[src/rtl/pc_pkg.sv]
// Shared types and helpers for the program-counter unit.
package pc_pkg;

  localparam int PC_XLEN = 32;

  typedef enum logic [2:0] {
    PC_SRC_TRAP,
    PC_SRC_HOLD,
    PC_SRC_REDIR,
    PC_SRC_RAS,
    PC_SRC_SEQ
  } pc_src_e;

  // Width of a counter that must hold the values 0..depth inclusive.
  function automatic int ras_cnt_w(input int depth);
    return $clog2(depth) + 1;
  endfunction

endpackage

[src/rtl/pc_ras.sv]
// Circular return-address stack: push, pop, push+pop replace of the top, entry count.
module pc_ras
  import pc_pkg::*;
#(
  parameter int XLEN  = PC_XLEN,
  parameter int DEPTH = 4
) (
  input  logic                        clk,
  input  logic                        reset,
  input  logic                        i_push,
  input  logic                        i_pop,
  input  logic [XLEN-1:0]             i_push_data,
  output logic [XLEN-1:0]             o_top,
  output logic [ras_cnt_w(DEPTH)-1:0] o_count
);

  localparam int PW = $clog2(DEPTH);
  localparam int CW = ras_cnt_w(DEPTH);
  localparam logic [CW-1:0] FULL = CW'(DEPTH);

  logic [XLEN-1:0] r_stack [DEPTH];
  logic [PW-1:0]   r_ptr;
  logic [CW-1:0]   r_count;
  logic [PW-1:0]   w_top_idx;
  logic            w_empty;
  logic            w_replace;
  logic            w_do_push;
  logic            w_do_pop;

  // r_ptr is the next free slot; the top sits just below it and wraps with the pointer.
  assign w_top_idx = r_ptr - PW'(1);
  assign w_empty   = (r_count == '0);
  assign w_replace = i_push & i_pop & ~w_empty;
  assign w_do_push = i_push & ~w_replace;
  assign w_do_pop  = i_pop & ~i_push & ~w_empty;

  // NOTE: the entries carry no reset; r_ptr/r_count alone define which ones are valid.
  always_ff @(posedge clk) begin
    if (w_do_push) begin
      r_stack[r_ptr] <= i_push_data;
    end else if (w_replace) begin
      r_stack[w_top_idx] <= i_push_data;
    end
  end

  always_ff @(posedge clk or posedge reset) begin
    if (reset) begin
      r_ptr   <= '0;
      r_count <= '0;
    end else if (w_do_push) begin
      r_ptr <= r_ptr + PW'(1);
      if (r_count != FULL) begin
        r_count <= r_count + CW'(1);
      end
    end else if (w_do_pop) begin
      r_ptr   <= w_top_idx;
      r_count <= r_count - CW'(1);
    end
  end

  assign o_top   = r_stack[w_top_idx];
  assign o_count = r_count;

endmodule

[src/rtl/pc_unit.sv]
// Fetch-stage program counter: trap, stall, redirect, RAS prediction, sequential step.
// Define PC_RAS_EN to compile in the return-address stack; otherwise call/ret are ignored.
module pc_unit
  import pc_pkg::*;
#(
  parameter int              XLEN      = PC_XLEN,
  parameter int              STEP      = 1,
  parameter logic [XLEN-1:0] RESET_VEC = '0,
  parameter int              RAS_DEPTH = 4
) (
  input  logic                            clk,
  input  logic                            reset,
  input  logic                            en,
  input  logic                            trap_valid,
  input  logic [XLEN-1:0]                 trap_vec,
  input  logic                            redirect_valid,
  input  logic [XLEN-1:0]                 redirect_target,
  input  logic                            call,
  input  logic                            ret,
  output logic [XLEN-1:0]                 pc,
  output logic [XLEN-1:0]                 pc_next,
  output logic [ras_cnt_w(RAS_DEPTH)-1:0] ras_count,
  output logic                            ras_underflow
);

  logic [XLEN-1:0] r_pc;
  logic [XLEN-1:0] w_pc_seq;
  logic [XLEN-1:0] w_pc_next;
  logic [XLEN-1:0] w_ras_top;
  logic            w_ras_hit;
  pc_src_e         w_src;

  assign w_pc_seq = r_pc + XLEN'(STEP);

`ifdef PC_RAS_EN
  logic                            w_ras_upd;
  logic [ras_cnt_w(RAS_DEPTH)-1:0] w_ras_count;
  logic                            r_underflow;

  // Only an unstalled cycle with no trap or redirect commits a call or return.
  assign w_ras_upd = en & ~trap_valid & ~redirect_valid;
  assign w_ras_hit = ret & (w_ras_count != '0);

  pc_ras #(
    .XLEN  (XLEN),
    .DEPTH (RAS_DEPTH)
  ) u_ras (
    .clk         (clk),
    .reset       (reset),
    .i_push      (w_ras_upd & call),
    .i_pop       (w_ras_upd & ret),
    .i_push_data (w_pc_seq),
    .o_top       (w_ras_top),
    .o_count     (w_ras_count)
  );

  always_ff @(posedge clk or posedge reset) begin
    if (reset) begin
      r_underflow <= 1'b0;
    end else begin
      r_underflow <= w_ras_upd & ret & ~call & (w_ras_count == '0);
    end
  end

  assign ras_count     = w_ras_count;
  assign ras_underflow = r_underflow;
`else
  logic w_unused_ras;

  assign w_unused_ras  = call ^ ret;
  assign w_ras_hit     = 1'b0;
  assign w_ras_top     = '0;
  assign ras_count     = '0;
  assign ras_underflow = 1'b0;
`endif

  always_comb begin
    // NOTE: defaults are assigned first so every path drives the outputs and no latch is inferred.
    w_src = PC_SRC_SEQ;
    if (trap_valid) begin
      w_src = PC_SRC_TRAP;
    end else if (!en) begin
      w_src = PC_SRC_HOLD;
    end else if (redirect_valid) begin
      w_src = PC_SRC_REDIR;
    end else if (w_ras_hit) begin
      w_src = PC_SRC_RAS;
    end
  end

  always_comb begin
    w_pc_next = w_pc_seq;
    case (w_src)
      PC_SRC_TRAP:  w_pc_next = trap_vec;
      PC_SRC_HOLD:  w_pc_next = r_pc;
      PC_SRC_REDIR: w_pc_next = redirect_target;
      PC_SRC_RAS:   w_pc_next = w_ras_top;
      default:      w_pc_next = w_pc_seq;
    endcase
  end

  // NOTE: sequential state uses non-blocking assignment so all flops update from pre-edge values.
  always_ff @(posedge clk or posedge reset) begin
    if (reset) begin
      r_pc <= RESET_VEC;
    end else begin
      r_pc <= w_pc_next;
    end
  end

  assign pc      = r_pc;
  assign pc_next = w_pc_next;

endmodule

[config.mk]
export PLATFORM = sky130hd
export DESIGN_NAME = pc_unit
export DESIGN_NICKNAME = d
export VERILOG_FILES = /design/src/rtl/pc_pkg.sv /design/src/rtl/pc_ras.sv /design/src/rtl/pc_unit.sv
export SDC_FILE = /design/constraint.sdc
export NUM_CORES = 1
export LEC_CHECK = 0
export ABC_AREA = 1
export CAP_MARGIN = 0
export CORE_ASPECT_RATIO = 2
export CORE_MARGIN = 1.5
export CORE_UTILIZATION = 43
export CTS_CLUSTER_DIAMETER = 80
export CTS_CLUSTER_SIZE = 12
export DETAILED_ROUTE_END_ITERATION = 12
export GPL_TIMING_DRIVEN = 1
export HOLD_SLACK_MARGIN = 0.08
export PLACE_DENSITY = 0.89
export SLEW_MARGIN = 20
export SYNTH_ARGS = -nofsm -noshare
export SYNTH_HDL_FRONTEND = slang
export SYNTH_SLANG_ARGS = --single-unit
[constraint.sdc]
create_clock -name clk -period 3.1 [get_ports clk]
set_input_delay 0.62 -clock clk [delete_from_list [all_inputs] [get_ports clk]]
set_output_delay 0.62 -clock clk [all_outputs]
set_load 0.1 [all_outputs]
==> impl_metrics.env <==
export IMPL_placed_area_um2=4210
export IMPL_r2r_slack_ns=1.37
export IMPL_cp_top_family="buffers and inverters"
export IMPL_drv_cap=0
export IMPL_leakage_nw=2.04
export IMPL_cts_repair_resized=0
export IMPL_design_area_um2=4360
export IMPL_p_int_mw=1.21
export IMPL_timing_hold_ws_ns=0.690
export IMPL_clock_latency_ns=0.28
export IMPL_maxSlewHeadroom_pct=45.3
export IMPL_synth_flop_cell="dfrtp_1"
export IMPL_first_global_vias=3385
export IMPL_timing_rr_end="pc[18]"
export IMPL_die_area_um2=6390
export IMPL_comb_power_share_pct=57.6
export IMPL_tightestPinTransition_ns=0.820
export IMPL_hpwl_um=7580
export IMPL_ys_warn_count=0
export IMPL_power_mw=2.49
export IMPL_synth_edf_count=0
export IMPL_critPathKind="in -> out"
export IMPL_cp_max_fo=20
export IMPL_finalCriticalPeriod_ns=2.93
export IMPL_swShare_pct=51.5
export IMPL_grt_max_degree=21
export IMPL_cp_common_cell="inv_1"
export IMPL_layout_common_cells="nand2_1 (144), clkdlybuf4s50_1 (68), nor2_1 (60), buf_4 (40), inv_1 (38)"
export IMPL_synthCells=388
export IMPL_synth_seq_area_share_pct=31.6
export IMPL_crit_end="pc_next[17]"
export IMPL_largest_register_ffs=32
export IMPL_nets=596
export IMPL_cp_num_cells=8
export IMPL_place_congestion=0.928
export IMPL_clkSinkCount=32
export IMPL_postCtsHoldBufs=0
export IMPL_synth_async_reset_ratio_pct=100
export IMPL_drv_slew=0
export IMPL_cp_data_required_time_ns=2.48
export IMPL_worstPathArrival_ns=2.31
export IMPL_pwr_share_seq_pct=22.1
export IMPL_clk_pin_slew_worst_paths_ns=0.05
export IMPL_cts_inserted_buffers=5
export IMPL_p_sw_mw=1.28
export IMPL_dieHeight_um=112
export IMPL_skew_ns=0.00267
export IMPL_ys_types=28
export IMPL_vias=3196
export IMPL_post_cts_buffers=0
export IMPL_first_pass_iters=4
export IMPL_cts_tree="done"
export IMPL_final_common_cell="nand2_1"
export IMPL_numPlacedInstances=578
export IMPL_rsz0062_at_grt="no"
export IMPL_cts_htree_levels=2
export IMPL_clkPwrFrac_pct=20.2
export IMPL_netlist_area_um2=2530
export IMPL_worst_path_buf_inv=5
export IMPL_num_rows=39
export IMPL_ios=139
export IMPL_grt_pass1_wl_um=15200
export IMPL_start_kind="input port"
export IMPL_ys_ff_latch=32
export IMPL_drc=0
export IMPL_powerDensity_nw_per_um2=571
export IMPL_grt_util_all_layers_pct=30.4
export IMPL_setup_viol=0
export IMPL_port_buffers=132
export IMPL_clock_path_buffers=2
export IMPL_worst_path_max_delay_cell="clkdlybuf4s50_1"
export IMPL_fp_coreArea_um2=5710
export IMPL_crit_path_start="trap_valid"
export IMPL_post_drt_via_cell_ratio=5.45
export IMPL_peakVddDrop_v=0.000541
export IMPL_antenna_left=0
export IMPL_hold_viol_final=0
export IMPL_drt_iter0_markers=145
export IMPL_fmax_ghz=0.342
export IMPL_cpPeakStageDelay_ns=0.53
export IMPL_antenna_found_initial=0
export IMPL_wl_per_cell_um=16.1
export IMPL_gr_total_overflow=0
export IMPL_status="finished, final reports clean"
export IMPL_die_w_um=57.3
export IMPL_worstSetupEndpointType="primary output"
export IMPL_diodes=0
export IMPL_worstRegToRegCells=8
export IMPL_fin_crit_sh_pct=94.4
export IMPL_crit_chain="clkdlybuf4s50_1, inv_1, nand3_1, inv_1, buf_4, a221oi_1, nand2_1, buf_12"
export IMPL_drt_total_wl_um=9460
export IMPL_reg2reg_from="pc[1]"
export IMPL_start_util_pct=44.4
export IMPL_drive_above_1_share_pct=20.2
export IMPL_cts_root_buffer="clkbuf_16"
export IMPL_instances_no_fill=586
export IMPL_hold_path_class="reg -> reg"
export IMPL_syn_to_final_growth_pct=72.0
export IMPL_syn_mean_instance_area_um2=6.53
metrics by stage:
stage | setup slack (ns) | utilization [%] | TNS [ns]
after global routing | 0.0837 | 76.3 | 0
final | 0.174 | 76.3 | 0
after floorplan | -0.237 | - | -0.457
after global placement | 0.285 | 73.7 | 0
after CTS | 0.166 | 76.3 | 0
after detailed placement | 0.185 | 73.7 | 0
kinds of logic (layout without fill, tap and decap cells):
family | Yosys count | after routing | share of synthesized area, %
DFF | 32 | 32 | 31.6
buffers and inverters | 55 | 189 | 9.49
xor gates and xnor gates | 11 | 11 | 3.80
other | 1 | 4 | 0.148
AOI/OAI and AO/OA | 44 | 44 | 13.6
and+or+nand+nor | 244 | 244 | 40.8
adders and majority gates | 1 | 1 | 0.494
metal layers:
| metal | GRT usage (%) | vias to the layer above | wire (um) |
|---|---|---|---|
| li1 | - | 1520 | - |
| met1 | 27.5 | 1508 | 2980 |
| met3 | 5.92 | 35 | 489 |
| met2 | 59.3 | 133 | 5550 |
| met5 | 0 | - | 0 |
| met4 | 16.6 | 0 | 436 |
synth_stat cells, types with 3 or more instances:
master / n / area share [%]
nor2_1: 60 / 8.9
xor2_1: 11 / 3.8
buf_4: 5 / 1.5
a22oi_1: 7 / 2.1
o21ai_0: 3 / 0.59
nand3_1: 20 / 4.0
clkbuf_1: 3 / 0.44
nand2_1: 144 / 21
nand2_2: 5 / 1.2
a221oi_1: 23 / 8.0
buf_2: 6 / 1.2
o211ai_1: 3 / 0.89
nor2_4: 8 / 3.6
dfrtp_1: 32 / 32
inv_1: 38 / 5.6
worst reg2reg max path, delay by kind of cell, from the launching register on:
kind,cells,cell delay (ns)
adders and majority gates,1,0.16
DFF,1,0.45
AOI/OAI and AO/OA,1,0.22
and+or+nand+nor,6,0.75
power groups by stage:
stage	combinational (mW)	clock, mW	sequential [mW]
final	1.43	0.503	0.551
after global routing	1.48	0.521	0.559
after floorplan	0.610	0	0.899
after detailed placement	1.43	0	0.554
after CTS	1.44	0.507	0.549
after global placement	1.42	0	0.554
layout make-up:
| class | instances | area, um^2 |
|---|---|---|
| Clock buffer | 8 | 146 |
| Sequential cell | 32 | 810 |
| Fill cell | 401 | 1350 |
| Timing Repair Buffer | 141 | 1640 |
| Tap cell | 61 | 76.3 |
| Multi-Input combinational cell | 304 | 1530 |
| Inverter | 40 | 150 |
worst min path at each step:
stage	from	to	cells after the start
floorplan	reset	pc[10]	1
global placement	pc[2]	pc[2]	2
detailed placement	pc[2]	pc[2]	2
CTS	pc[0]	pc[0]	1
global route	pc[0]	pc[0]	1
finish	pc[0]	pc[0]	1
Power figures use the tool's default switching activity.
